File: src/rtl/lsu_ssram_pkg.sv
`default_nettype none
// ============================================================================
// Module   : lsu_ssram_pkg
// Purpose  : Shared state encoding, access-size codes and lane helpers for
//            the LSU-to-SSRAM controller.
// Revision : 1.0 - initial release
// ============================================================================
package lsu_ssram_pkg;

    typedef enum logic [2:0] {
        IDLE   = 3'd0,
        ISSUE0 = 3'd1,
        ISSUE1 = 3'd2,
        RDWAIT = 3'd3,
        RESP   = 3'd4
    } lsu_state_t;

    localparam logic [1:0] SIZE_B = 2'b00;
    localparam logic [1:0] SIZE_H = 2'b01;
    localparam logic [1:0] SIZE_W = 2'b10;

    // Byte lanes touched by an access of this size starting at lane 0.
    function automatic logic [3:0] size_lane_mask(input logic [1:0] size);
        case (size)
            SIZE_B:  size_lane_mask = 4'b0001;
            SIZE_H:  size_lane_mask = 4'b0011;
            SIZE_W:  size_lane_mask = 4'b1111;
            default: size_lane_mask = 4'b0000;
        endcase
    endfunction

    function automatic logic is_split(input logic [1:0] offset, input logic [1:0] size);
        logic [2:0] n_bytes;
        case (size)
            SIZE_B:  n_bytes = 3'd1;
            SIZE_H:  n_bytes = 3'd2;
            SIZE_W:  n_bytes = 3'd4;
            default: n_bytes = 3'd0;
        endcase
        is_split = ({1'b0, offset} + n_bytes) > 3'd4;
    endfunction

endpackage
`default_nettype wire

File: src/rtl/lsu_load_align.sv
`default_nettype none
// ============================================================================
// Module   : lsu_load_align
// Purpose  : Extracts a byte/half/word from a two-word window and extends it.
// Revision : 1.0 - initial release
// ============================================================================
module lsu_load_align
    import lsu_ssram_pkg::*;
(
    input  logic [31:0] i_hi,
    input  logic [31:0] i_lo,
    input  logic [1:0]  i_offset,
    input  logic [1:0]  i_size,
    input  logic        i_unsigned,
    output logic [31:0] o_data
);

    logic [31:0] w_window;

    assign w_window = 32'({i_hi, i_lo} >> {i_offset, 3'b000});

    always_comb begin
        o_data = '0;
        case (i_size)
            SIZE_B:  o_data = i_unsigned ? {24'd0, w_window[7:0]}
                                         : {{24{w_window[7]}}, w_window[7:0]};
            SIZE_H:  o_data = i_unsigned ? {16'd0, w_window[15:0]}
                                         : {{16{w_window[15]}}, w_window[15:0]};
            SIZE_W:  o_data = w_window;
            default: o_data = '0;
        endcase
    end

endmodule
`default_nettype wire

File: src/rtl/lsu_ssram_ctrl.sv
`default_nettype none
// ============================================================================
// Module   : lsu_ssram_ctrl
// Purpose  : Core load/store unit front-end for a 32-bit single-port SSRAM,
//            splitting misaligned accesses into two word cycles.
// Revision : 1.0 - initial release
// ============================================================================
module lsu_ssram_ctrl
    import lsu_ssram_pkg::*;
#(
    parameter int ADDR_BITS = 16
) (
    input  logic        clk,
    input  logic        rst,
    input  logic        req_valid,
    output logic        req_ready,
    input  logic        req_write,
    input  logic [1:0]  req_size,
    input  logic        req_unsigned,
    input  logic [31:0] req_addr,
    input  logic [31:0] req_wdata,
    output logic        resp_valid,
    output logic [31:0] resp_rdata,
    output logic        resp_err,
    output logic [31:0] mem_address,
    output logic [31:0] mem_write_data,
    output logic [3:0]  mem_write_byte_enable,
    output logic        mem_write_enable,
    output logic        mem_read_enable,
    input  logic [31:0] mem_read_data
);

    localparam logic [29:0] c_last_word = 30'((64'd1 << ADDR_BITS) - 64'd1);

    lsu_state_t  r_state;
    lsu_state_t  w_next_state;

    logic        r_write;
    logic [1:0]  r_size;
    logic [1:0]  r_offset;
    logic        r_unsigned;
    logic        r_split;
    logic [29:0] r_word;
    logic [31:0] r_wdata;
    logic [31:0] r_lo;
    logic [31:0] r_resp_rdata;
    logic        r_resp_err;

    logic        w_accept;
    logic        w_req_split;
    logic        w_req_err;
    logic [31:0] w_wdata_masked;
    logic [7:0]  w_lanes;
    logic [63:0] w_store_data;
    logic [31:0] w_load_hi;
    logic [31:0] w_load_lo;
    logic [31:0] w_load_data;

    assign w_accept    = req_valid && (r_state == IDLE);
    assign w_req_split = is_split(req_addr[1:0], req_size);
    // A split at the last word would wrap past the end of the SSRAM.
    assign w_req_err   = (req_size == 2'b11)
                      || ((req_addr >> (ADDR_BITS + 2)) != 32'd0)
                      || (w_req_split && (req_addr[31:2] == c_last_word));

    always_comb begin
        case (req_size)
            SIZE_B:  w_wdata_masked = {24'd0, req_wdata[7:0]};
            SIZE_H:  w_wdata_masked = {16'd0, req_wdata[15:0]};
            default: w_wdata_masked = req_wdata;
        endcase
    end

    assign w_lanes      = {4'b0000, size_lane_mask(r_size)} << r_offset;
    assign w_store_data = {32'd0, r_wdata} << {r_offset, 3'b000};

    assign w_load_hi = r_split ? mem_read_data : 32'd0;
    assign w_load_lo = r_split ? r_lo : mem_read_data;

    lsu_load_align u_load_align (
        .i_hi       (w_load_hi),
        .i_lo       (w_load_lo),
        .i_offset   (r_offset),
        .i_size     (r_size),
        .i_unsigned (r_unsigned),
        .o_data     (w_load_data)
    );

    always_ff @(posedge clk) begin
        if (rst) begin
            r_state <= IDLE;
        end else begin
            r_state <= w_next_state;
        end
    end

    // Memory strobes are decoded from registered state only.
    always_comb begin
        w_next_state          = r_state;
        mem_address           = '0;
        mem_write_data        = '0;
        mem_write_byte_enable = '0;
        mem_write_enable      = 1'b0;
        mem_read_enable       = 1'b0;
        case (r_state)
            IDLE: begin
                if (req_valid) begin
                    w_next_state = w_req_err ? RESP : ISSUE0;
                end
            end
            ISSUE0: begin
                mem_address = {2'b00, r_word};
                if (r_write) begin
                    mem_write_enable      = 1'b1;
                    mem_write_byte_enable = w_lanes[3:0];
                    mem_write_data        = w_store_data[31:0];
                end else begin
                    mem_read_enable = 1'b1;
                end
                if (r_split) begin
                    w_next_state = ISSUE1;
                end else begin
                    w_next_state = r_write ? RESP : RDWAIT;
                end
            end
            ISSUE1: begin
                mem_address = {2'b00, r_word + 30'd1};
                if (r_write) begin
                    mem_write_enable      = 1'b1;
                    mem_write_byte_enable = w_lanes[7:4];
                    mem_write_data        = w_store_data[63:32];
                end else begin
                    mem_read_enable = 1'b1;
                end
                w_next_state = r_write ? RESP : RDWAIT;
            end
            RDWAIT:  w_next_state = RESP;
            RESP:    w_next_state = IDLE;
            default: w_next_state = IDLE;
        endcase
    end

    always_ff @(posedge clk) begin
        if (rst) begin
            r_write      <= 1'b0;
            r_size       <= '0;
            r_offset     <= '0;
            r_unsigned   <= 1'b0;
            r_split      <= 1'b0;
            r_word       <= '0;
            r_wdata      <= '0;
            r_lo         <= '0;
            r_resp_rdata <= '0;
            r_resp_err   <= 1'b0;
        end else begin
            if (w_accept) begin
                r_write    <= req_write;
                r_size     <= req_size;
                r_offset   <= req_addr[1:0];
                r_unsigned <= req_unsigned;
                r_split    <= w_req_split;
                r_word     <= req_addr[31:2];
                r_wdata    <= w_wdata_masked;
                if (w_req_err) begin
                    r_resp_rdata <= '0;
                    r_resp_err   <= 1'b1;
                end
            end
            // First word of a split load arrives while the second is issued.
            if ((r_state == ISSUE1) && !r_write) begin
                r_lo <= mem_read_data;
            end
            if ((r_state != IDLE) && (w_next_state == RESP)) begin
                r_resp_err   <= 1'b0;
                r_resp_rdata <= (r_state == RDWAIT) ? w_load_data : 32'd0;
            end
        end
    end

    assign req_ready  = (r_state == IDLE);
    assign resp_valid = (r_state == RESP);
    assign resp_rdata = r_resp_rdata;
    assign resp_err   = r_resp_err;

endmodule
`default_nettype wire

File: config.mk
export PLATFORM = sky130hd
export DESIGN_NAME = lsu_ssram_ctrl
export DESIGN_NICKNAME = d
export VERILOG_FILES = /design/src/rtl/lsu_ssram_pkg.sv /design/src/rtl/lsu_load_align.sv /design/src/rtl/lsu_ssram_ctrl.sv
export SDC_FILE = /design/constraint.sdc
export NUM_CORES = 1
export LEC_CHECK = 0
export ABC_AREA = 0
export CORE_ASPECT_RATIO = 2
export CORE_MARGIN = 3
export CORE_UTILIZATION = 54
export DETAILED_ROUTE_END_ITERATION = 8
export PLACE_DENSITY = 0.94
export SYNTH_ARGS = -nofsm -noshare
export SYNTH_HDL_FRONTEND = slang
export SYNTH_SLANG_ARGS = --single-unit
export TNS_END_PERCENT = 10
File: constraint.sdc
create_clock -name clk -period 4.2 [get_ports clk]
set_input_delay 0.63 -clock clk [delete_from_list [all_inputs] [get_ports clk]]
set_output_delay 0.63 -clock clk [all_outputs]
set_load 0.02 [all_outputs]
# Word-level counts from Yosys, hierarchy flattened

Cells that the tools add are included.

Register bits: 137
Input bits: 103
Output and inout bits: 105
Logic and storage cells: 74

Add/subtract/negate cells: 2
$lt $le $gt $ge: 1
Equal/unequal tests: 11
Shifts and indexed selects: 3
Muxes and demuxes: 28
Reduce and logical (&&, ||, !) cells: 18

Operators by type and width:

| cell                  | number |
|---|---|
| $mux 32               | 10 |
| $pmux 32 s2           | 2 |
| $pmux 32 s3           | 1 |
| $shl 32x5->64         | 1 |
| $shr 64x5->32         | 1 |
| $pmux 30 s2           | 1 |
| $reduce_bool 32->1    | 1 |
| $add 30x1->30 const B | 1 |
| $eq 30x16->1 const B  | 1 |
| $mux 3                | 4 |
| $pmux 3 s4            | 1 |
| $pmux 4 s3            | 1 |
| $pmux 3 s3            | 1 |
| $mux 4                | 2 |
| $pmux 4 s2            | 1 |
| $shl 4x2->8           | 1 |
| $eq 2x2->1 const B    | 3 |
| $eq 3x2->1 const B    | 2 |
| $eq 3x3->1 const B    | 2 |
| $eq 2x1->1 const B    | 2 |
| $logic_and 1x1->1     | 4 |
| $logic_not 2->1       | 2 |
| $mux 1                | 4 |
| $reduce_and 2->1      | 2 |
| other kinds (9)       | 12 |

# Logic depth before layout (Yosys ltp)

Gate-level depths: netlist of run 1.

Depth after elaboration: 13
Depth in mapped cells: 13
Depth with buffers taken out: 9

# Cells and area by module

From an unflattened synthesis of run 1, not the netlist that was laid out.

Cells, all modules: 1052
Area total of the unflattened synthesis: 8575.7 sq um

Modules (own cells, without submodules):

| module         | times used | cells each | area an instance (sq um) | sequential area each (sq um) |
|---|---|---|---|---|
| lsu_ssram_ctrl | 1          | 934        | 7216.9                   | 2742.6 |
| lsu_load_align | 1          | 118        | 1358.8                   | 0.0 |

# Worst setup path before layout of run 1

Ideal clock, no wire load.

Kind: input-to-reg
From: in req_size[1]
To: reg r_resp_rdata[30], in the netlist resp_rdata[30]
Library setup time: 0.122 ns
Data arrival time: 2.957 ns
Data required time: 4.078 ns
Slack: 1.121 ns
Stages on the path: 13
Buffers on the path: 4
Path through: clkbuf_1 > or2_2 > clkbuf_1 > inv_1 > ha_1 > inv_1 > fa_1 > xnor2_1 > nand4_1 > and3_1 > buf_6 > buf_6 > a221o_1

Cells in the longest elaborated chain, start to end: 13
Elaborated cells on any way between the ends: 19
Classes of those cells: add/sub (1); order compare (1); eq/ne (4); mux (5); reduce/logical (8)

Ends and longest elaborated chain:

| item                                     | RTL line              | source |
|---|---|---|
| start, declared                          | lsu_ssram_ctrl.sv:18  | `input logic [1:0] req_size,` |
| $eq 2x2->1, or another cell as far along | lsu_ssram_pkg.sv:34   | `case (size)` |
| $pmux 3 s3                               | lsu_ssram_pkg.sv:34   |  |
| $add 2x3->3                              | lsu_ssram_pkg.sv:40   | `is_split = ({1'b0, offset} + n_bytes) > 3'd4;` |
| $gt 3x3->1                               | lsu_ssram_pkg.sv:40   |  |
| $logic_and 1x1->1                        | lsu_ssram_ctrl.sv:64  | `\|\| (w_req_split && (req_addr[31:2] == c_last_word));` |
| $logic_or 1x1->1 (*)                     | lsu_ssram_ctrl.sv:64  |  |
| $mux 3                                   | lsu_ssram_ctrl.sv:108 | `w_next_state = w_req_err ? RESP : ISSUE0;` |
| $mux 3                                   | lsu_ssram_ctrl.sv:107 | `if (req_valid) begin` |
| $pmux 3 s4                               | lsu_ssram_ctrl.sv:105 | `case (r_state)` |
| $eq 3x3->1                               | lsu_ssram_ctrl.sv:173 | `if ((r_state != IDLE) && (w_next_state == RESP)) begin` |
| $logic_and 1x1->1                        | lsu_ssram_ctrl.sv:173 |  |
| $reduce_bool 2->1 (no line)              | --                    |  |
| $reduce_and 2->1 (no line)               | --                    |  |
| end signal, assigned                     | lsu_ssram_ctrl.sv:175 | `r_resp_rdata <= (r_state == RDWAIT) ? w_load_data : 32'd0;` |
| end, declared                            | lsu_ssram_ctrl.sv:46  | `logic [31:0] r_resp_rdata;` |

Every way passes the cells marked *; elsewhere a longest branch is shown, timed or not.
A chain may end at the register's enable or synchronous reset.

# Worst setup path after layout of run 1

From: reg r_word[15]
To: out mem_address[24]

Cells in the longest elaborated chain, start to end: 2

Ends and longest elaborated chain:

| item                   | RTL line              | source |
|---|---|---|
| start, declared        | lsu_ssram_ctrl.sv:43  | `logic [29:0] r_word;` |
| start signal, assigned | lsu_ssram_ctrl.sv:162 | `r_word <= req_addr[31:2];` |
| $add 30x1->30          | lsu_ssram_ctrl.sv:127 | `mem_address = {2'b00, r_word + 30'd1};` |
| $pmux 30 s2            | lsu_ssram_ctrl.sv:105 |  |
| end, declared          | lsu_ssram_ctrl.sv:25  | `output logic [31:0] mem_address,` |

No other way between the ends.

==> qor.csv, run 1 <==
metric,value,unit
Yosys reg bits,137,
Iteration-0 DRC Markers,709,
Post-layout nets,1323,
Pins Over Slew Limit,0,
most frequent cell after synthesis,nand2_1,
clk_lat worst skew,0.42,ns
core area,14800,um2
Storage cell area,2750,um2
Worst Path Max Fanout,10,
clock share of power,0.471,
fmax,270,MHz
cell area after synthesis,8200,um2
Critical Path Max Stage Delay,0.67,ns
clock sink count,137,
Setup TNS Final,0,ns
Starting Density,0.553,
Fin. Hold Viols,0,
type of origin of the critical path,flop,
largest net degree at the start of global routing,73,
Multi-input gate area,4970,um2
Critical Path RT,3.57,ns
synth warn,0,
share of total power in sequential cells,0.395,
Synth area leaders,"dfxtp_1, nand2_1, a21oi_1",
synthesized area per cell,7.72,um2
Critical Path Source,r_word[15],
Die Wd,93.1,um
endpoints failing setup,0,
# Post-CTS Setup Buffers,0,
kind of critical path,flop to output port,
Combinational Power Share,0.134,
outcome,completed,
routed length per placed instance,20.1,um
synth cell count leaders,"nand2_1, dfxtp_1, a21oi_1",
Static Leak,3.69,nW
Internal,2.63,mW
"Area growth, synth to finish",32.5,%
first-pass GRT wire length,44.6,mm
r2r startpoint,r_offset[0],
RSZ-0062 raised after global routing,false,
critical path arrival,3.07,ns
antenna violations before repair,0,
hpwl dp,19.9,mm
Synth area leader,dfxtp_1,
Max Clock Skew,0.00868,ns
setup slack on the worst flop-to-flop path,1.22,ns
worst path cell trace,nand4_1 > nor4_4 > and2_1 > nand2_1 > o31ai_1 > clkdlybuf4s50_1,
Slew headroom,0.123,
FILL cells,1140,
clk buf depth,2,
CP Capture Type,output port,
CTS tree,built,
area share of the leading cell type in the synthesized netlist,0.334,
Pwr per Cell Area,327,nW/um2
H-tree depth,4,
drt first pass iters,5,
die area,16800,um2
Num CTS Buffers,17,
ys flop type,dfxtp_1,
Sw Ratio,0.259,
end of the worst register-to-register path,resp_rdata[13],
final WL,28.5,mm
Critical Path Sink,mem_address[24],
Post-synth ARST share,0,
IO buf count,205,
vias in the first global route,8839,
antenna cells,0,
# hold bufs at CTS,0,
Util after Layout,0.733,
via count,9066,
post-DR vias/cell,6.38,
post-CTS sizing,0,
crit path max-delay cell type,clkdlybuf4s50_1,
Worst Hold Class,flop to flop,
"Seq/Total Area, Yosys",0.334,
IO Count,208,
global route overflow,0,
GPL Wtd Cong,0.966,
# DRC,0,
worst-margin pin slew,1.32,ns
switching power,0.920,mW
share of cells above drive strength 1,0.0718,
Yosys cell types,62,
die height,180,um
post-synthesis instance total,1062,
Clock Pin Slew Worst Setup and Hold Paths,0.06,ns
post-route antenna net violation count,0,
Max VDD drop,0.398,mV
Worst R2R Path Depth,5,
FP Rows,63,
Max Cap Viol,0,
Final period util,0.882,
minimum clock period,3.70,ns
Post-synth EDFFs,0,
clock root buffer,clkbuf_16,
Total GRT Usage,0.333,
cells by family (layout without fill, tap and decap cells):
group / count (synthesis) / count (layout) / share of synthesized area
simple gates: 408 / 408 / 0.228
compound gates: 315 / 315 / 0.237
flops: 137 / 137 / 0.334
buf+inv: 109 / 271 / 0.0626
mux: 77 / 77 / 0.117
fa+ha+maj: 8 / 8 / 0.0131
xor+xnor: 7 / 7 / 0.00748
other cells: 1 / 2 / 0.000457
placed cells by master, fill, tap and decap left out, drive strengths merged, types with 8 or more instances in the layout:
cell type and count:
a211oi 23, a21oi 125, a221o 24, a22oi 8, a31oi 10, and2 13, buf 22, clkbuf 19
clkdlybuf4s50 204, dfxtp 137, inv 18, mux2 12, mux2i 51, mux4 14, nand2 239, nand2b 12
nand3 58, nand4 15, nor2 27, nor2b 11, o21ai 66, o22ai 25, o2bb2ai 8
how the worst min path moves through the flow:
| stage | endpoint | startpoint | depth (start not counted) | slack [ns] |
|---|---|---|---|---|
| finish | r_lo[6] | r_lo[6] | 2 | 0.46 |
| global route | r_lo[5] | r_lo[5] | 2 | 0.48 |
| CTS | r_lo[0] | r_lo[0] | 2 | 0.46 |
| detailed placement | r_lo[0] | r_lo[0] | 2 | 0.45 |
| global placement | r_lo[7] | r_lo[7] | 2 | 0.44 |
| floorplan | r_lo[0] | r_lo[0] | 2 | 0.43 |
worst max-delay path, delay by kind of cell, from the launching register on:
kind	cells	cell delay [ns]
and+or+nand+nor	4	1.23
DFF	1	0.46
buffers and inverters	1	0.67
AOI/OAI and AO/OA	1	0.29
power by group through the flow:
| stage | Sequential [mW] | Combinational, mW | Clock (mW) |
|---|---|---|---|
| global route | 1.41 | 0.513 | 1.73 |
| finish | 1.40 | 0.475 | 1.67 |
| floorplan | 1.40 | 0.301 | 0 |
| CTS | 1.40 | 0.467 | 1.68 |
| detailed placement | 1.43 | 0.461 | 0 |
| global placement | 1.43 | 0.448 | 0 |
through the flow:
stage	setup slack, ns	instance area, um2	power (mW)	instances	hold slack [ns]
after global placement	0.510	10200	1.87	1388	0.441
after detailed placement	0.337	10200	1.89	1388	0.449
after CTS	0.559	10900	3.55	1420	0.456
after floorplan	1.12	8200	1.70	1063	0.433
after global routing	0.399	10900	3.65	1420	0.477
final	0.496	10900	3.55	1420	0.456
cell type report:
cell class | count | area share
multi-input cells | 817 | 0.457
flip-flops and latches | 137 | 0.253
well taps | 195 | 0.0224
repair buffers | 226 | 0.203
inverters | 13 | 0.00449
clock buffers | 19 | 0.0408
clock inverters | 13 | 0.0195
registers in the layout, summed over array words and instances, names as in the netlist:
name,flops
resp_err,1
r_lo,32
r_write,1
resp_rdata,32
r_offset,2
r_state,3
r_split,1
r_unsigned,1
r_size,2
r_wdata,32
r_word,30
metal layers:
metal | global-route usage | share of wire | vias up
met4 | 0.238 | 0.075 | 0
li1 | - | - | 4130
met1 | 0.341 | 0.33 | 4206
met2 | 0.595 | 0.53 | 595
met3 | 0.0522 | 0.073 | 135
met5 | 0 | 0 | -
(Power assumes the default switching activity.)
==> run 2: changes to the inputs <==
Settings changed: PLACE_DENSITY 0.94 to unset, PLACE_DENSITY_LB_ADDON set to 0.12, RECOVER_POWER set to 25.
==> qor.csv, run 2 (same netlist as run 1, synthesis figures left out) <==
metric,value,unit,change
fin area,10800,um2,was 10900 um2
die area,16800,um2,unchanged
antenna violations before repair,0,,unchanged
Critical Path RT,3.57,ns,about the same
Slew headroom,0.0558,,was 0.123
clk_lat worst skew,0.42,ns,about the same
share of cells above drive strength 1,0.0686,,was 0.0718
clock root buffer,clkbuf_16,,unchanged
# Post-CTS Setup Buffers,0,,unchanged
CTS tree,built,,unchanged
clk buf depth,2,,unchanged
Final period util,0.897,,was 0.882
CP Capture Type,output port,,unchanged
Iteration-0 DRC Markers,551,,was 709
routed length per placed instance,20.2,um,was 20.1 um
clock sink count,137,,unchanged
Max Clock Skew,0.00969,ns,was 0.00868 ns
worst path cell trace,nor3b_2 > nand3_1 > o22ai_1 > clkdlybuf4s50_1,,was nand4_1 > nor4_4 > and2_1 > nand2_1 > o31ai_1 > clkdlybuf4s50_1
Pwr per Cell Area,314,nW/um2,was 327 nW/um2
RSZ-0062 raised after global routing,false,,unchanged
antenna cells,0,,unchanged
post-CTS sizing,0,,unchanged
# hold bufs at CTS,0,,unchanged
Max Cap Viol,0,,unchanged
H-tree depth,4,,unchanged
vias in the first global route,8651,,was 8839
endpoints failing setup,0,,unchanged
Setup TNS Final,0,ns,unchanged
post-route antenna net violation count,0,,unchanged
global route overflow,0,,unchanged
crit path max-delay cell type,clkdlybuf4s50_1,,unchanged
Fin. Hold Viols,0,,unchanged
fmax,266,MHz,was 270 MHz
Post-layout nets,1322,,was 1323
core area,14800,um2,unchanged
hpwl dp,20.6,mm,was 19.9 mm
Pins Over Slew Limit,0,,unchanged
via count,8859,,was 9066
type of origin of the critical path,flop,,unchanged
"Cell Area, Placed",10200,um2,about the same
Worst Path Max Fanout,13,,was 10
Static Leak,3.75,nW,was 3.69 nW
"Area growth, synth to finish",31.4,%,was 32.5%
minimum clock period,3.77,ns,was 3.70 ns
drt first pass iters,5,,unchanged
Max VDD drop,0.266,mV,was 0.398 mV
Die Wd,93.1,um,unchanged
worst setup margin,0.434,ns,was 0.496 ns
Starting Density,0.553,,unchanged
Clock Pin Slew Worst Setup and Hold Paths,0.06,ns,about the same
FILL cells,1255,,was 1140
"commonest non-fill, non-tap cells in the layout","nand2_1, clkdlybuf4s50_1, dfxtp_1",,unchanged
worst-margin pin slew,1.42,ns,was 1.32 ns
first-pass GRT wire length,44.7,mm,was 44.6 mm
GPL Wtd Cong,0.951,,was 0.966
IO Count,208,,unchanged
# DRC,0,,unchanged
outcome,completed,,unchanged
Setup WS pre-CTS,0.421,ns,was 0.337 ns
"most common cell after layout, fill and taps aside",nand2_1,,unchanged
FP Rows,63,,unchanged
total power,3.39,mW,was 3.55 mW
Worst Hold Class,flop to flop,,unchanged
die height,180,um,unchanged
Num CTS Buffers,17,,unchanged
Total GRT Usage,0.337,,was 0.333
Critical Path Max Stage Delay,0.65,ns,was 0.67 ns
largest net degree at the start of global routing,71,,was 73
IO buf count,205,,unchanged
kind of critical path,flop to output port,,unchanged
final WL,28.6,mm,was 28.5 mm
post-DR vias/cell,6.24,,was 6.38
critical path arrival,3.14,ns,was 3.07 ns
run 2: cell types whose count changed in the layout (fill, tap and decap cells not counted), moves of 2 or more:
cell and delta:
clkinv_2 -2, buf_4 -3, dlygate4sd3_1 +33, clkinvlp_4 +2, clkinv_4 +3, bufinv_16 -4, clkdlybuf4s50_1 -33
run 2: critical path, delay by kind of cell (launching register included):
family	cells	cell delay (ns)
compound gates	1	0.40
simple gates	2	1.16
buf+inv	1	0.65
flops	1	0.51
run 2: where the power goes:
part,internal (mW),switching (mW),leakage (nW),total [mW]
combinational,0.211,0.274,2.36,0.485
sequential,1.34,0.0660,1.11,1.40
clock,0.863,0.634,0.280,1.50
total,2.41,0.974,3.75,3.39
run 2: layout make-up:
cell class / count / area (um2) / share of cell area
multi-input combinational: 817 / 4950 / 0.460
sequential: 137 / 2750 / 0.255
timing repair buffer: 225 / 2190 / 0.204
clock buffer: 19 / 453 / 0.0420
tap: 195 / 244 / 0.0226
clock inverter: 13 / 134 / 0.0124
inverter: 13 / 48.8 / 0.00453
run 2: final timing paths:
kind | startpoint | to | slack [ns] | depth (start not counted)
min | r_lo[7] | r_lo[7] | 0.46 | 2
max reg2reg | r_state[2] | r_size[0] | 1.17 | 6
min reg2reg | r_lo[7] | r_lo[7] | 0.46 | 2
max | r_state[1] | mem_write_data[15] | 0.43 | 4
run 2: per-stage QoR:
step / cells / hold slack [ns] / util
global placement: 1387 / 0.443 / 0.689
global route: 1419 / 0.483 / 0.727
floorplan: 1063 / 0.433 / -
CTS: 1419 / 0.459 / 0.728
detailed placement: 1387 / 0.450 / 0.689
finish: 1419 / 0.459 / 0.727
run 2: layer usage:
metal | vias up | global-route usage | wire, um
met5 | - | 0 | 0
met1 | 4159 | 0.335 | 9290
met2 | 429 | 0.583 | 14800
met3 | 148 | 0.0644 | 1730
li1 | 4123 | - | -
met4 | 0 | 0.290 | 2860
